File: config.mk
export PLATFORM = sky130hd
export DESIGN_NAME = adc_spi_capture_flat
export DESIGN_NICKNAME = d
export VERILOG_FILES = /design/src/rtl/adc_spi_pkg.sv /design/src/rtl/adc_spi_capture_if.sv /design/src/rtl/adc_sck_gen.sv /design/src/rtl/adc_spi_capture.sv /design/src/flat_wrapper.sv
export SDC_FILE = /design/constraint.sdc
export NUM_CORES = 1
export LEC_CHECK = 0
export ABC_AREA = 0
export BUFFER_PORTS_ARGS = -buffer_cell sky130_fd_sc_hd__buf_2
export CAP_MARGIN = 20
export CORE_MARGIN = 1.5
export CORE_UTILIZATION = 40
export CTS_BUF_LIST = sky130_fd_sc_hd__clkbuf_8
export DETAILED_ROUTE_END_ITERATION = 10
export PLACE_DENSITY = 0.55
export SETUP_SLACK_MARGIN = 0.3
export SLEW_MARGIN = 20
export SYNTH_ARGS = -nofsm -noshare
export SYNTH_HDL_FRONTEND = slang
export SYNTH_SLANG_ARGS = --single-unit
File: constraint.sdc
create_clock -name clk_100 -period 5.4 [get_ports clk_100]
set_clock_uncertainty 0.15 [all_clocks]
set_input_delay 1.08 -clock clk_100 [delete_from_list [all_inputs] [get_ports clk_100]]
set_output_delay 1.08 -clock clk_100 [all_outputs]
set_load 0.02 [all_outputs]
File: src/rtl/adc_spi_pkg.sv
// adc_spi_pkg: shared FSM state type and counter-width helper for the SPI ADC capture block.
package adc_spi_pkg;
    localparam int STATE_W = 3;

    typedef enum logic [STATE_W-1:0] {IDLE, CS_SETUP, SHIFT, CS_HOLD, QUIET} state_t;

    // Width of a counter that must hold values 0..n.
    function automatic int cnt_w(input int n);
        return $clog2(n + 1);
    endfunction
endpackage

File: src/rtl/adc_spi_capture_if.sv
// adc_spi_capture_if: ADC pin / sample-bus bundle for adc_spi_capture.
//   start     level request, frames repeat while high
//   mdi       serial data, ADC k on bit k
//   test_mode pattern select (only with ADC_TEST_PATTERN_EN)
//   sck       serial clock, idles high
//   CS        chip select, active low
//   busy      high from CS_SETUP entry to end of QUIET
//   en        1-cycle strobe, adc_data updated
//   adc_data  channel k in bits [k*DATA_W +: DATA_W]
// master = capture controller, slave = ADC pins + sample consumer.
interface adc_spi_capture_if #(
    parameter int NUM_CH = 2,
    parameter int DATA_W = 12
);
    logic                     start;
    logic [NUM_CH-1:0]        mdi;
`ifdef ADC_TEST_PATTERN_EN
    logic                     test_mode;
`endif
    logic                     sck;
    logic                     CS;
    logic                     busy;
    logic                     en;
    logic [NUM_CH*DATA_W-1:0] adc_data;

`ifdef ADC_TEST_PATTERN_EN
    modport master (input start, mdi, test_mode, output sck, CS, busy, en, adc_data);
    modport slave  (output start, mdi, test_mode, input sck, CS, busy, en, adc_data);
`else
    modport master (input start, mdi, output sck, CS, busy, en, adc_data);
    modport slave  (output start, mdi, input sck, CS, busy, en, adc_data);
`endif
endinterface

File: src/rtl/adc_sck_gen.sv
// adc_sck_gen: SCK divider, half-period CLK_DIV clk_100 cycles, running only while run is high.
//   clk_100, reset_n  clock, async active-low reset
//   run               high in SHIFT; low forces sck high and restarts the divider
//   sck               serial clock, low during the first half-period after run rises
//   rise / fall       high in the cycle whose closing clk_100 edge moves sck 0->1 / 1->0
module adc_sck_gen
    import adc_spi_pkg::*;
#(
    parameter int CLK_DIV = 2
) (
    input  logic clk_100,
    input  logic reset_n,
    input  logic run,
    output logic sck,
    output logic rise,
    output logic fall
);
    localparam int DW = cnt_w(CLK_DIV);

    logic [DW-1:0] div;
    logic          ph;
    logic          wrap;

    assign wrap = run && (div == DW'(CLK_DIV - 1));
    assign sck  = !run || ph;
    assign rise = wrap && !ph;
    assign fall = wrap && ph;

    always_ff @(posedge clk_100 or negedge reset_n) begin
        if (!reset_n) begin
            div <= '0;
            ph  <= 1'b0;
        end else if (!run) begin
            div <= '0;
            ph  <= 1'b0;
        end else if (wrap) begin
            div <= '0;
            ph  <= !ph;
        end else begin
            div <= div + 1'b1;
        end
    end
endmodule

File: src/rtl/adc_spi_capture.sv
// adc_spi_capture: multi-channel simultaneous-sampling SPI ADC capture controller.
//   clk_100   system clock
//   reset_n   asynchronous active-low reset
//   bus       adc_spi_capture_if.master (start, mdi, sck, CS, busy, en, adc_data)
// Optional ADC_TEST_PATTERN_EN: adds bus.test_mode, replacing each channel's serial
// input with an internal counting pattern (frame_idx + k).
module adc_spi_capture
    import adc_spi_pkg::*;
#(
    parameter int NUM_CH     = 2,
    parameter int FRAME_BITS = 16,
    parameter int DATA_W     = 12,
    parameter int CLK_DIV    = 2,
    parameter int QUIET_CYC  = 4
) (
    input logic               clk_100,
    input logic               reset_n,
    adc_spi_capture_if.master bus
);
    localparam int BW = cnt_w(FRAME_BITS);
    localparam int CW = cnt_w(CLK_DIV > QUIET_CYC ? CLK_DIV : QUIET_CYC);

    state_t                   state, state_nx;
    logic [CW-1:0]            cnt, cnt_nx;
    logic [BW-1:0]            bit_cnt, bit_cnt_nx;
    logic                     sck, rise, fall, frame_done, en_q;
    logic [NUM_CH-1:0]        sdi;
    logic [NUM_CH*DATA_W-1:0] cap, data_q;

    adc_sck_gen #(.CLK_DIV(CLK_DIV)) u_sck_gen (
        .clk_100,
        .reset_n,
        .run(state == SHIFT),
        .sck,
        .rise,
        .fall
    );

    always_comb begin
        state_nx   = state;
        cnt_nx     = cnt;
        bit_cnt_nx = bit_cnt;
        case (state)
            IDLE:     if (bus.start) state_nx = CS_SETUP;
            CS_SETUP: if (cnt == CW'(CLK_DIV - 1)) begin
                          state_nx = SHIFT;
                          cnt_nx   = '0;
                      end else cnt_nx = cnt + 1'b1;
            // A bit period ends on the sck fall; the last one hands over to CS_HOLD
            // with sck parked high instead of falling.
            SHIFT:    if (fall) begin
                          if (bit_cnt == BW'(FRAME_BITS - 1)) begin
                              state_nx   = CS_HOLD;
                              bit_cnt_nx = '0;
                          end else bit_cnt_nx = bit_cnt + 1'b1;
                      end
            CS_HOLD:  if (cnt == CW'(CLK_DIV - 1)) begin
                          state_nx = QUIET;
                          cnt_nx   = '0;
                      end else cnt_nx = cnt + 1'b1;
            QUIET:    if (cnt == CW'(QUIET_CYC - 1)) begin
                          state_nx = bus.start ? CS_SETUP : IDLE;
                          cnt_nx   = '0;
                      end else cnt_nx = cnt + 1'b1;
            default:  state_nx = IDLE;
        endcase
    end

    assign frame_done = (state == CS_HOLD) && (cnt == CW'(CLK_DIV - 1));

    always_ff @(posedge clk_100 or negedge reset_n) begin
        if (!reset_n) begin
            state   <= IDLE;
            cnt     <= '0;
            bit_cnt <= '0;
            en_q    <= 1'b0;
            data_q  <= '0;
        end else begin
            state   <= state_nx;
            cnt     <= cnt_nx;
            bit_cnt <= bit_cnt_nx;
            en_q    <= frame_done;
            if (frame_done) data_q <= cap;
        end
    end

    for (genvar k = 0; k < NUM_CH; k++) begin : g_ch
        logic [FRAME_BITS-1:0] sr;
        always_ff @(posedge clk_100 or negedge reset_n) begin
            if (!reset_n) sr <= '0;
            else if (rise) sr <= {sr[FRAME_BITS-2:0], sdi[k]};
        end
        assign cap[k*DATA_W +: DATA_W] = sr[DATA_W-1:0];
    end

`ifdef ADC_TEST_PATTERN_EN
    logic              tm;
    logic [DATA_W-1:0] frame_idx;

    always_ff @(posedge clk_100 or negedge reset_n) begin
        if (!reset_n) begin
            tm        <= 1'b0;
            frame_idx <= '0;
        end else begin
            if (state_nx == CS_SETUP && state != CS_SETUP) tm <= bus.test_mode;
            if (frame_done) frame_idx <= frame_idx + 1'b1;
        end
    end

    // Pattern word is reloaded throughout CS_SETUP and shifted out MSB first on
    // the same edges the real ADC data would be sampled.
    for (genvar k = 0; k < NUM_CH; k++) begin : g_pat
        logic [FRAME_BITS-1:0] pat;
        always_ff @(posedge clk_100 or negedge reset_n) begin
            if (!reset_n) pat <= '0;
            else if (state == CS_SETUP) pat <= FRAME_BITS'(DATA_W'(frame_idx + DATA_W'(k)));
            else if (rise) pat <= pat << 1;
        end
        assign sdi[k] = tm ? pat[FRAME_BITS-1] : bus.mdi[k];
    end
`else
    assign sdi = bus.mdi;
`endif

    assign bus.sck      = sck;
    assign bus.CS       = (state == IDLE) || (state == QUIET);
    assign bus.busy     = state != IDLE;
    assign bus.en       = en_q;
    assign bus.adc_data = data_q;
endmodule

File: src/flat_wrapper.sv
// flat-port wrapper written by rule: the top's interface ports become plain ports
module adc_spi_capture_flat import adc_spi_pkg::*;
#(
    parameter int NUM_CH     = 2,
    parameter int FRAME_BITS = 16,
    parameter int DATA_W     = 12,
    parameter int CLK_DIV    = 2,
    parameter int QUIET_CYC  = 4
)
  (clk_100, reset_n, bus_start, bus_mdi, bus_sck, bus_CS, bus_busy, bus_en, bus_adc_data);
  adc_spi_capture_if #(.NUM_CH(NUM_CH), .DATA_W(DATA_W)) bus_i ();
  input logic clk_100;
  input logic reset_n;
  input wire logic [$bits(bus_i.start)-1:0] bus_start;
  input wire logic [$bits(bus_i.mdi)-1:0] bus_mdi;
  output wire logic [$bits(bus_i.sck)-1:0] bus_sck;
  output wire logic [$bits(bus_i.CS)-1:0] bus_CS;
  output wire logic [$bits(bus_i.busy)-1:0] bus_busy;
  output wire logic [$bits(bus_i.en)-1:0] bus_en;
  output wire logic [$bits(bus_i.adc_data)-1:0] bus_adc_data;
  assign bus_i.start = bus_start;
  assign bus_i.mdi = bus_mdi;
  assign bus_sck = bus_i.sck;
  assign bus_CS = bus_i.CS;
  assign bus_busy = bus_i.busy;
  assign bus_en = bus_i.en;
  assign bus_adc_data = bus_i.adc_data;
  adc_spi_capture #(.NUM_CH(NUM_CH), .FRAME_BITS(FRAME_BITS), .DATA_W(DATA_W), .CLK_DIV(CLK_DIV), .QUIET_CYC(QUIET_CYC)) u_core (.clk_100(clk_100), .reset_n(reset_n), .bus(bus_i));
endmodule
== Word level (Yosys, flattened, before mapping) ==
Index checks and enable logic that the tools add are counted.
Word-level totals
  logic and storage cells: 57
  register bits after elaboration: 63
Operators by class
  add/sub/neg operators: 3
  equal/unequal tests: 15
  mux-type cells: 16
  reductions and logical operators: 14
Operators with widths (count)
  $mux W3: 8
  $pmux W3 S5: 1
  $ne A2 B1 Y1 const B: 6
  $eq A3 B2 Y1 const B: 3
  $eq A3 B1 Y1 const B: 2
  $pmux W3 S2: 1
  $reduce_and A6 Y1: 1
  $add A5 B1 Y5 const B: 1
  $eq A5 B4 Y1 const B: 1
  $mux W5: 1
  $logic_and A1 B1 Y1: 4
  $mux W2: 2
  $add A3 B1 Y3 const B: 1
  $eq A3 B3 Y1 const B: 1
  $logic_not A3 Y1: 1
  $mux W1: 3
  $reduce_bool A3 Y1: 1
  $add A2 B1 Y2 const B: 1
  $eq A2 B1 Y1 const B: 1
  $logic_not A1 Y1: 2
  $logic_or A1 B1 Y1: 2
  $ne A2 B2 Y1 const B: 1
  $reduce_and A2 Y1: 1
  $reduce_bool A2 Y1: 1
  $reduce_or A2 Y1: 1

== Logic depth before layout (Yosys ltp) ==
  depth after elaboration: 5
  depth in mapped cells: 6

== Cells and area by module ==
Synthesis repeated with hierarchy kept, for this count alone.
Second synthesis, totals
  cells, all modules: 176
  area total of the unflattened synthesis: 2685.1 um^2
By module, submodules not included
  adc_spi_capture: area an instance 2553.7 um^2, times used 1, cells each 165, seq. area each 1501.4 um^2
  adc_sck_gen: area an instance 131.4 um^2, times used 1, cells each 11, seq. area each 75.1 um^2

== Least setup slack after synthesis ==
OpenSTA, ideal clock, no wires.
  path type: reg-to-output
  from: register u_core.state[0]
  to: output port bus_busy
  arrival: 1.031 ns
  stages on the path, launching flop included: 3
  buffers on the path: 1
  data required time: 4.170 ns
  setup slack: 3.139 ns
  cells stage by stage: dfrtp_1 > clkbuf_1 > or3_1
On the way
  word-level cells in the longest chain between the ends: 1
RTL lines
  start, declared: RTL line adc_spi_capture.sv:23  | state_t state, state_nx;
  start signal, assigned: RTL line adc_spi_capture.sv:79  | state <= state_nx;
  $reduce_bool A3 Y1: RTL line adc_spi_capture.sv:127  | assign bus.busy = state != IDLE;
  end, declared: RTL line flat_wrapper.sv:18  | output wire logic [$bits(bus_i.busy)-1:0] bus_busy;
Every way passes these cells.

== Final worst setup path ==
  from: register u_core.state[1]
  to: output port bus_sck
On the way
  word-level cells in the longest chain between the ends: 3
RTL lines
  $eq A3 B2 Y1: RTL line adc_spi_capture.sv:33  | .run(state == SHIFT),
  $logic_not A1 Y1
  $logic_or A1 B1 Y1: RTL line adc_sck_gen.sv:25  | assign sck = !run || ph;
  end, declared: RTL line flat_wrapper.sv:16  | output wire logic [$bits(bus_i.sck)-1:0] bus_sck;
Every way passes these cells.

==> implementation parameters <==
Parameter                              Value

Status
  Outcome    finished, final reports clean

Final layout
  Final instance count without filler cells    298
  Filler Cells Inserted    approximately 600
  Layout net count    226
  Fraction of layout cells with a size suffix above 1    46.2%
  Area growth from synthesis to layout    17.7%
  Inserted Diodes    0
  Cell area after layout    0.00307 mm2

Clock network
  Clock buffer depth    2
  Cts bufs inserted    9
  Post-cts gate resize count    0
  Number of hold-repair buffers added at the cts stage    0
  Clock root buffer    clkbuf_8
  Clock tree from TritonCTS    built
  Post CTS Setup Buffer Count    0
  H-tree levels    3
  TritonCTS Sinks    63
  Worst-Skew Late Latency    0.32 ns
  Clock-pin transition on the worst setup and hold timing paths    ~0.07 ns

Worst hold path
  Hold WC Path Type    flip-flop to flip-flop
  Hold Path End    u_core.u_sck_gen.div[0]
  Hold Crit Depth    1
  Worst hold start    u_core.u_sck_gen.div[0]

Yosys
  Synth warnings    0
  Cell types occupying the most area after synthesis    dfrtp_1, mux2_2, ha_1
  Number of synthesized register bits    63
  Post-synthesis cell count    178
  Combined area of all synthesized cells    around 0.0026 mm2
  Top cell type's share of synthesized area    between 60% and 70%
  Number of distinct library cells after synthesis    35
  Synthesized net count    188
  Cell type contributing the most total cell area after synthesis    dfrtp_1
  Post-synthesis sequential area ratio    60.4%
  Per-instance average area after synthesis    between 10 and 15 um2

Die
  Top-level port count    33
  Chip height    between 80 and 90 um
  Die outline width    roughly 84 um
  Effective utilization at floorplan    41.4%
  Floorplan Core Area    between 0.006 and 0.007 mm2
  Standard-cell rows    29
  Overall die area    ~0.007 mm2

Global routing
  Global Route Usage Sum    approximately 14%
  Largest net degree at the start of global routing    64
  Vias in the first global route    1677
  Wire length of the first global-routing pass    around 7.9 mm
  Antenna violations before repair    0
  Congestion Overflow GR    0

Critical path
  Reg-to-reg critical path startpoint    u_core.state[1]
  Reg-to-reg critical path endpoint    u_core.g_ch[1].sr[11]
  R2r worst-path depth    3
  Endpoint type of the worst setup path    primary output
  Maximum fanout along the worst path    11
  Setup slack on the worst flop-to-flop path    about 3.2 ns
  Required time at the endpoint of the critical path    4.17 ns
  Startpoint kind of the worst setup timing path    flip-flop
  Critical path type    flip-flop to primary output
  Arrival time at the worst endpoint    1.43 ns

STA
  Setup repair after global routing missed its margin    false
  Final worst path period need    2.66 ns
  Measured slew at the worst slew-check pin    roughly 0.79 ns
  Final hold vios    0
  Setup TNS    0 ns
  Highest Clock Rate    roughly 380 MHz
  Post-route worst setup slack    2.74 ns
  Tightest slew margin relative to the limit    a little under half
  Max-slew violation total from the final report    0
  Final clock period utilization by the worst path    49.3%
  Count of final setup violators    0

Drt
  Detailed-route DRC error count    0
  Via Count    1490
  Antenna-violating nets left    0
  Final wirelength    4.43 mm
  Routed WL per cell    about 15 um
  DR iter-0 viols    70
  Via density    roughly 5.0
  Number of detailed-route iterations in the first pass    4

Pwr
  Post-layout power    between 900 and 1000 uW
  Peak supply drop    around 0.13 mV
  Leakage    0.00152 uW
  PwrDens    roughly 320 mW/mm2

Placement
  Instance count after placement with tap cells included    approximately 280
  Count of buffers inserted at the top-level ports    32
  Last weighted congestion value of the routability-driven placer    0.790
  Area after DPL    about 0.0028 mm2
  Pre-CTS WS    a little over 3 ns
  Detail Placement HPWL    approximately 3 mm

Job
  Reported max-cap violation count    0
[critical path, stage by stage, from the launching register on]
cell and delay [ns]:
dfrtp_1 0.52, nor3b_4 0.35, nand2b_1 0.08, buf_2 0.16
[through the flow]
step	hold slack, ns	util, %
6_report	0.295	48.7
5_1_grt	0.330	48.7
4_1_cts	0.300	48.7
3_5_place_dp	0.291	44.9
3_3_place_gp	0.278	44.9
2_1_floorplan	0.266	-
[worst max path at each step]
| stage | from | to | slack (ns) | cells after the start |
|---|---|---|---|---|
| 2_1_floorplan | u_core.state[0] | bus_busy | 3.14 | 2 |
| 3_3_place_gp | u_core.state[1] | bus_sck | 3.14 | 3 |
| 3_5_place_dp | u_core.state[1] | bus_sck | 3.09 | 3 |
| 4_1_cts | u_core.state[1] | bus_sck | 2.73 | 3 |
| 5_1_grt | u_core.state[1] | bus_sck | 2.63 | 3 |
| 6_report | u_core.state[1] | bus_sck | 2.74 | 3 |
[layer usage]
| metal | part of all wire (%) | routed length, um | up-vias | track usage (%) |
|---|---|---|---|---|
| met5 | 0 | 0 | - | 0 |
| li1 | - | - | 699 | - |
| met3 | 2.8 | 122 | 8 | 4.55 |
| met1 | 45 | 2010 | 760 | 18.0 |
| met4 | 1.6 | 69 | 0 | 6.56 |
| met2 | 50 | 2230 | 23 | 23.2 |
[kinds of logic after synthesis]
kind of cell               Yosys count  synth area share, %
adders and majority gates            5                 2.40
muxes                               50                 21.6
AOI/OAI and AO/OA                   13                 3.59
buffers and inverters               11                 2.35
xor gates and xnor gates             3                 1.01
and+or+nand+nor                     33                 8.72
DFF                                 63                 60.4
[cells in the final DEF, fill, tap and decap left out, drive strengths merged]
master | netlist | layout
ha | 5 | 5
and4b | 1 | 1
nor3b | 4 | 4
inv | 4 | 5
xnor2 | 2 | 2
mux2 | 50 | 50
bufinv | 0 | 3
nand3 | 2 | 2
a21oi | 1 | 1
o2bb2ai | 2 | 2
nand2 | 3 | 3
nand3b | 2 | 2
o21a | 1 | 1
and3 | 1 | 1
clkinv | 0 | 3
nand2b | 5 | 5
nor4 | 1 | 1
o221ai | 1 | 1
nor2 | 6 | 6
a211o | 1 | 1
o32ai | 1 | 1
nor2b | 3 | 3
or3b | 1 | 1
xor2 | 1 | 1
and3b | 1 | 1
o21ai | 3 | 3
o211ai | 1 | 1
a22oi | 1 | 1
a21o | 1 | 1
dfrtp | 63 | 63
clkbuf | 1 | 9
buf | 6 | 34
or3 | 1 | 1
and2 | 2 | 2
[registers in the layout, summed over array words and instances (netlist names)]
register / flops
u_core.u_sck_gen.ph: 1
u_core.bit_cnt: 5
u_core.state: 3
u_core.g_ch.sr: 24
u_core.cnt: 3
u_core.u_sck_gen.div: 2
u_core.bus.en: 1
u_core.bus.adc_data: 24
[Yosys cell counts, drive strengths merged]
| library cell | n |
|---|---|
| inv | 4 |
| and3 | 1 |
| o221ai | 1 |
| or3 | 1 |
| o211ai | 1 |
| nor3b | 4 |
| nand3 | 2 |
| or3b | 1 |
| and2 | 2 |
| ha | 5 |
| mux2 | 50 |
| a211o | 1 |
| clkbuf | 1 |
| o2bb2ai | 2 |
| o21a | 1 |
| nand3b | 2 |
| nor2b | 3 |
| nand2b | 5 |
| a21oi | 1 |
| xor2 | 1 |
| buf | 6 |
| and4b | 1 |
| o32ai | 1 |
| nand2 | 3 |
| a22oi | 1 |
| a21o | 1 |
| dfrtp | 63 |
| nor4 | 1 |
| o21ai | 3 |
| nor2 | 6 |
| xnor2 | 2 |
| and3b | 1 |
[power by group]
group | switching [uW] | internal, uW | leakage, uW | total [uW]
clock | 175 | 304 | 0.000124 | 479
sequential | 6.41 | 481 | 0.000796 | 487
combinational | 11.3 | 8.07 | 0.000598 | 19.3
total | 193 | 793 | 0.00152 | 986
[layout make-up]
cell class                 count  area, um2  share of cell area [%]
clock buffer                   9        124                    4.03
clock inverter                 7        113                    3.66
inverter                       4       15.0                   0.489
sequential                    63       1580                    51.3
timing repair buffer          34        175                    5.70
multi-input combinational    104        973                    31.7
tap                           77       96.3                    3.14
Note: power is estimated with default switching activity, not from simulation.
